**src/rtl/wisc_pkg.sv**
```systemverilog
// Shared WISC pipeline definitions: the NOP encoding and the MEM/WB FSM state encoding.
package wisc_pkg;

   localparam logic [15:0] WISC_NOP = 16'h0800;

   typedef enum logic [1:0] {
      IDLE   = 2'b00,
      WAIT   = 2'b01,
      HALTED = 2'b10
   } state_t;

endpackage

```
**src/rtl/memwb_field_reg.sv**
```systemverilog
// Parameterized-width pipeline field register with synchronous reset value and load enable.
module memwb_field_reg #(
   parameter int unsigned         W       = 16,
   parameter logic [W-1:0]        RST_VAL = '0
) (
   input  logic         clk,
   input  logic         rst,
   input  logic         en_i,
   input  logic [W-1:0] d_i,
   output logic [W-1:0] q_o
);

   always_ff @(posedge clk) begin
      if (rst)       q_o <= RST_VAL;
      else if (en_i) q_o <= d_i;
   end

endmodule

```
**src/rtl/mem_wb_latch.sv**
```systemverilog
// MEM/WB pipeline register: holds the pipeline during cache misses, inserts writeback bubbles,
// latches halt/error stickily and counts stall cycles.
module mem_wb_latch
   import wisc_pkg::*;
#(
   parameter logic [15:0] NOP_INSTR = WISC_NOP,
   parameter int unsigned CNT_W     = 16
) (
   input  logic             clk,
   input  logic             rst,
   input  logic             valid_in,
   input  logic             mem_access,
   input  logic             Done,
   input  logic [15:0]      writeData_in,
   input  logic             RegWrite_in,
   input  logic [2:0]       writeReg_in,
   input  logic [15:0]      pcPlus2_in,
   input  logic [15:0]      instruction_in,
   input  logic             Halt_in,
   input  logic             err_in,
   output logic             stall_pipe,
   output logic             wb_valid,
   output logic             RegWrite_out,
   output logic [2:0]       writeReg_out,
   output logic [15:0]      writeData_out,
   output logic [15:0]      pcPlus2_out,
   output logic [15:0]      instruction_out,
   output logic             Halt_out,
   output logic             err_out,
   output logic [CNT_W-1:0] stall_cycles
);

   state_t           state_q, state_d;
   logic             wb_valid_q, halt_q, err_q;
   logic [CNT_W-1:0] stall_cnt_q, stall_cnt_d;
   logic             req, cap_valid;

   always_comb begin
      req        = valid_in & mem_access & ~halt_q;
      stall_pipe = 1'b0;
      cap_valid  = 1'b0;
      state_d    = state_q;
      unique case (state_q)
         IDLE: begin
            stall_pipe = req & ~Done;
            cap_valid  = valid_in & ~halt_q & (~mem_access | Done);
            if (req & ~Done) state_d = WAIT;
         end
         WAIT: begin
            // Upstream holds its inputs while stalled, so the Done cycle sees the original request.
            stall_pipe = ~Done;
            cap_valid  = Done;
            if (Done) state_d = IDLE;
         end
         HALTED: begin
         end
         default: state_d = IDLE;
      endcase
      if (cap_valid & Halt_in) state_d = HALTED;
      if (rst) stall_pipe = 1'b0;
      stall_cnt_d = (stall_pipe && (stall_cnt_q != '1)) ? stall_cnt_q + 1'b1 : stall_cnt_q;
   end

   always_ff @(posedge clk) begin
      if (rst) begin
         state_q     <= IDLE;
         wb_valid_q  <= 1'b0;
         halt_q      <= 1'b0;
         err_q       <= 1'b0;
         stall_cnt_q <= '0;
      end else begin
         state_q     <= state_d;
         wb_valid_q  <= cap_valid;
         halt_q      <= halt_q | (cap_valid & Halt_in);
         err_q       <= err_q | (cap_valid & err_in);
         stall_cnt_q <= stall_cnt_d;
      end
   end

   memwb_field_reg #(.W(1), .RST_VAL(1'b0)) u_regwrite (
      .clk(clk), .rst(rst), .en_i(1'b1), .d_i(RegWrite_in & cap_valid), .q_o(RegWrite_out));

   memwb_field_reg #(.W(3), .RST_VAL(3'd0)) u_writereg (
      .clk(clk), .rst(rst), .en_i(cap_valid), .d_i(writeReg_in), .q_o(writeReg_out));

   memwb_field_reg #(.W(16), .RST_VAL(16'h0000)) u_writedata (
      .clk(clk), .rst(rst), .en_i(cap_valid), .d_i(writeData_in), .q_o(writeData_out));

   memwb_field_reg #(.W(16), .RST_VAL(16'h0000)) u_pcplus2 (
      .clk(clk), .rst(rst), .en_i(cap_valid), .d_i(pcPlus2_in), .q_o(pcPlus2_out));

   memwb_field_reg #(.W(16), .RST_VAL(NOP_INSTR)) u_instr (
      .clk(clk), .rst(rst), .en_i(1'b1),
      .d_i(cap_valid ? instruction_in : NOP_INSTR), .q_o(instruction_out));

   assign wb_valid     = wb_valid_q;
   assign Halt_out     = halt_q;
   assign err_out      = err_q;
   assign stall_cycles = stall_cnt_q;

endmodule

```
**config.mk**
```make
export PLATFORM = sky130hd
export DESIGN_NAME = mem_wb_latch
export DESIGN_NICKNAME = d
export VERILOG_FILES = /design/src/rtl/wisc_pkg.sv /design/src/rtl/memwb_field_reg.sv /design/src/rtl/mem_wb_latch.sv
export SDC_FILE = /design/constraint.sdc
export NUM_CORES = 1
export LEC_CHECK = 0
export BUFFER_PORTS_ARGS = -buffer_cell sky130_fd_sc_hd__buf_4
export CAP_MARGIN = 15
export CORE_MARGIN = 1.5
export CORE_UTILIZATION = 35
export DETAILED_ROUTE_END_ITERATION = 10
export GPL_ROUTABILITY_DRIVEN = 0
export PLACE_DENSITY_LB_ADDON = 0.3
export SLEW_MARGIN = 20
export SYNTH_ARGS = -nofsm -noshare
export SYNTH_HDL_FRONTEND = slang
export SYNTH_SLANG_ARGS = --single-unit
```
**constraint.sdc**
```tcl
create_clock -name clk -period 3.6 [get_ports clk]
set_input_delay 0.72 -clock clk [delete_from_list [all_inputs] [get_ports clk]]
set_output_delay 0.72 -clock clk [all_outputs]
set_load 0.02 [all_outputs]
```
==> results.toml <==
[run_status]
status = "finished clean"

[synthesis]
ys_warn_count = 0
yosysSeqAreaShare_pct = 54.0
ys_ff_latch = 73
syn_inst = 310
syn_area_sq_mm = 0.00271
syn_avg_cell_area_sq_um = 8.73
ys_types = 30
syn-num-nets = 370

[die]
core_sq_mm = 0.00737
rows = 31
die_h_um = 91.0
ios = 131
fp.dieArea_sq_mm = 0.00827
initial_core_util_pct = 36.7
dieWidth_um = 91.0

[pwr]
p_sw_share_pct = 24.4
power.static_leakage_uw = 0.00179
vdd_drop_max_mv = 0.227
p_int_uw = 1430
switching_power_uw = 460
clkPwrFrac_pct = 39.6
pwr-share-seq_pct = 46.1
p_per_area_mw_per_mm2 = 475
p_comb_share_pct = 14.4

[timing]
rsz0062_at_grt = "no"
fin_crit_sh_pct = 63.1
fin_setup_tns_ns = 0
max_freq_mhz = 440
finalCriticalPeriod_ns = 2.27
final_hold_viol_count = 0
slew_viol_final = 0
fin_worst_skew_ns = 0.00817
final-setup-viol-count = 0
tightest_slew_ns = 0.961
slew_headroom_pct = 35.9
fin_hold_ws_ns = 0.455

[cts]
cts_made_buffers = 9
post_cts_resized = 0
h-tree-depth = 3
root_buffer = "clkbuf_8"
path_clk_slew_ns = 0.07
clock_sinks = 73
clock_latency_ns = 0.34
postCtsHoldBufs = 0
cts_tree = "yes"
cts_setup_buffers = 0
cts_buffer_depth = 2

[layout]
syn2layout_area_growth_pct = 46.4
nets = 493
layout-drive-gt1-share_pct = 35.9
multi_input_area_sq_mm = 0.00113
register_area_sq_mm = 0.00146
fillerInstances = 690
insertedDiodeCount = 0

[job]
cap_viol_max_count = 0

[drt]
antenna_left = 0
via_per_inst = 4.84
dr.pass1.iters = 5
drc_errors = 0
drt_iter0_markers = 73
vias = 2596
routed_wl_mm = 6.87
post_drt_wl_per_cell_um = 12.8

[grt]
gr-total-overflow = 0
grt_max_degree = 60
antenna_found_initial = 0
grt_pass1_wl_mm = 11.0
grt_pass1_vias = 2414
grt_usage_pct = 16.7

[placed_design]
dp_hpwl_mm = 4.72
io_buffers = 130

[setup_path]
worstPathMaxFanout = 18
endpoint_kind = "primary output"
cp-start-kind = "input pin"
crit_arrival_ns = 1.55
required_ns = 2.88
worstSetupPathType = "input pin to primary output"

[hold_path]
hold_class = "register to register"
kinds of logic (layout without fill, tap and decap cells):
kind of cell    count (synthesis)  count (layout)  share of synthesized area (%)
flops                          73              73                           54.0
buf+inv                        27             154                           4.44
compound gates                 62              62                           13.4
simple gates                  141             141                           25.2
mux                             6               6                           2.50
fa+ha+maj                       1               1                          0.462
stage by stage:
| step | power, uW | utilization [%] | std cells | worst slack [ns] | instance area, sq um |
|---|---|---|---|---|---|
| 2_1_floorplan | 1030 | - | 310 | 1.31 | 2710 |
| 5_1_grt | 1980 | 53.8 | 536 | 1.19 | 3960 |
| 6_report | 1880 | 53.8 | 536 | 1.33 | 3960 |
| 3_3_place_gp | 1160 | 50.6 | 521 | 1.16 | 3730 |
| 3_5_place_dp | 1160 | 50.6 | 521 | 1.11 | 3730 |
| 4_1_cts | 1910 | 53.8 | 536 | 1.31 | 3960 |
critical path: stages:
cell and delay, ns:
buf_4 0.12, inv_1 0.30, o211ai_1 0.18, inv_1 0.10, buf_4 0.14
flip-flops by register name (all words and copies together) (netlist names):
| name | count |
|---|---|
| state_q | 2 |
| wb_valid | 1 |
| u_writedata.q_o | 16 |
| err_out | 1 |
| u_regwrite.q_o | 1 |
| Halt_out | 1 |
| u_writereg.q_o | 3 |
| stall_cycles | 16 |
| u_instr.q_o | 16 |
| u_pcplus2.q_o | 16 |
synthesized netlist by cell type (all sizes together):
cell	number	area (sq um)
a21oi	46	230
a2bb2oi	1	8.76
and2	1	6.26
and3	18	113
and3b	1	8.76
and4	4	37.5
buf	5	37.5
clkbuf	16	60.1
dfxtp	73	1460
ha	1	12.5
inv	6	22.5
mux2	6	67.6
nand2	76	285
nand3	4	20.0
nand4	3	18.8
nor2	12	45.0
nor2b	7	43.8
nor4	5	31.3
o2111ai	1	8.76
o211ai	1	7.51
o21ai	1	5.00
o221a	1	11.3
o221ai	1	15.0
o311ai	1	8.76
o31ai	8	60.1
o41ai	1	8.76
or3	2	12.5
or4	8	60.1
final cells by class:
cell class,instances,share of cell area [%]
Clock buffer,9,3.13
Sequential cell,73,36.9
Clock inverter,6,2.71
Timing Repair Buffer,133,25.2
Multi-Input combinational cell,210,28.4
Tap cell,99,3.13
Inverter,6,0.568
power groups by stage:
stage	logic, uW	registers [uW]	clock network (uW)
after floorplan	89.0	936	0
after global routing	296	873	811
after CTS	274	869	767
after global placement	271	886	0
after detailed placement	273	888	0
final	270	869	745
layout by cell type (no fill, tap or decap), types with 4 or more instances in the layout:
master / count
a21oi_1: 46
mux2_2: 6
nor2_1: 12
buf_4: 133
or4_1: 8
nand2_1: 76
and3_1: 18
inv_1: 6
clkbuf_8: 9
nor4_1: 5
nor2b_1: 7
nand3_1: 4
o31ai_1: 8
dfxtp_1: 73
layer usage:
layer | vias up | wire length [um] | track usage, %
met2 | 91 | 3230 | 27.9
met5 | - | 0 | 0
met4 | 0 | 191 | 9.64
met1 | 1180 | 3010 | 19.1
li1 | 1308 | - | -
met3 | 17 | 436 | 4.36
worst paths after layout:
check	slack, ns	startpoint	to	depth (start not counted)
setup reg to reg	1.57	stall_cycles[1]$_SDFFE_PP0P_	stall_cycles[15]$_SDFFE_PP0P_	4
hold reg to reg	0.46	u_pcplus2.q_o[0]$_SDFFE_PP0N_	u_pcplus2.q_o[0]$_SDFFE_PP0N_	2
hold / removal	0.46	u_pcplus2.q_o[0]$_SDFFE_PP0N_	u_pcplus2.q_o[0]$_SDFFE_PP0N_	2
setup / recovery	1.33	rst	stall_pipe	5
Note: power is estimated with default switching activity, not from simulation.
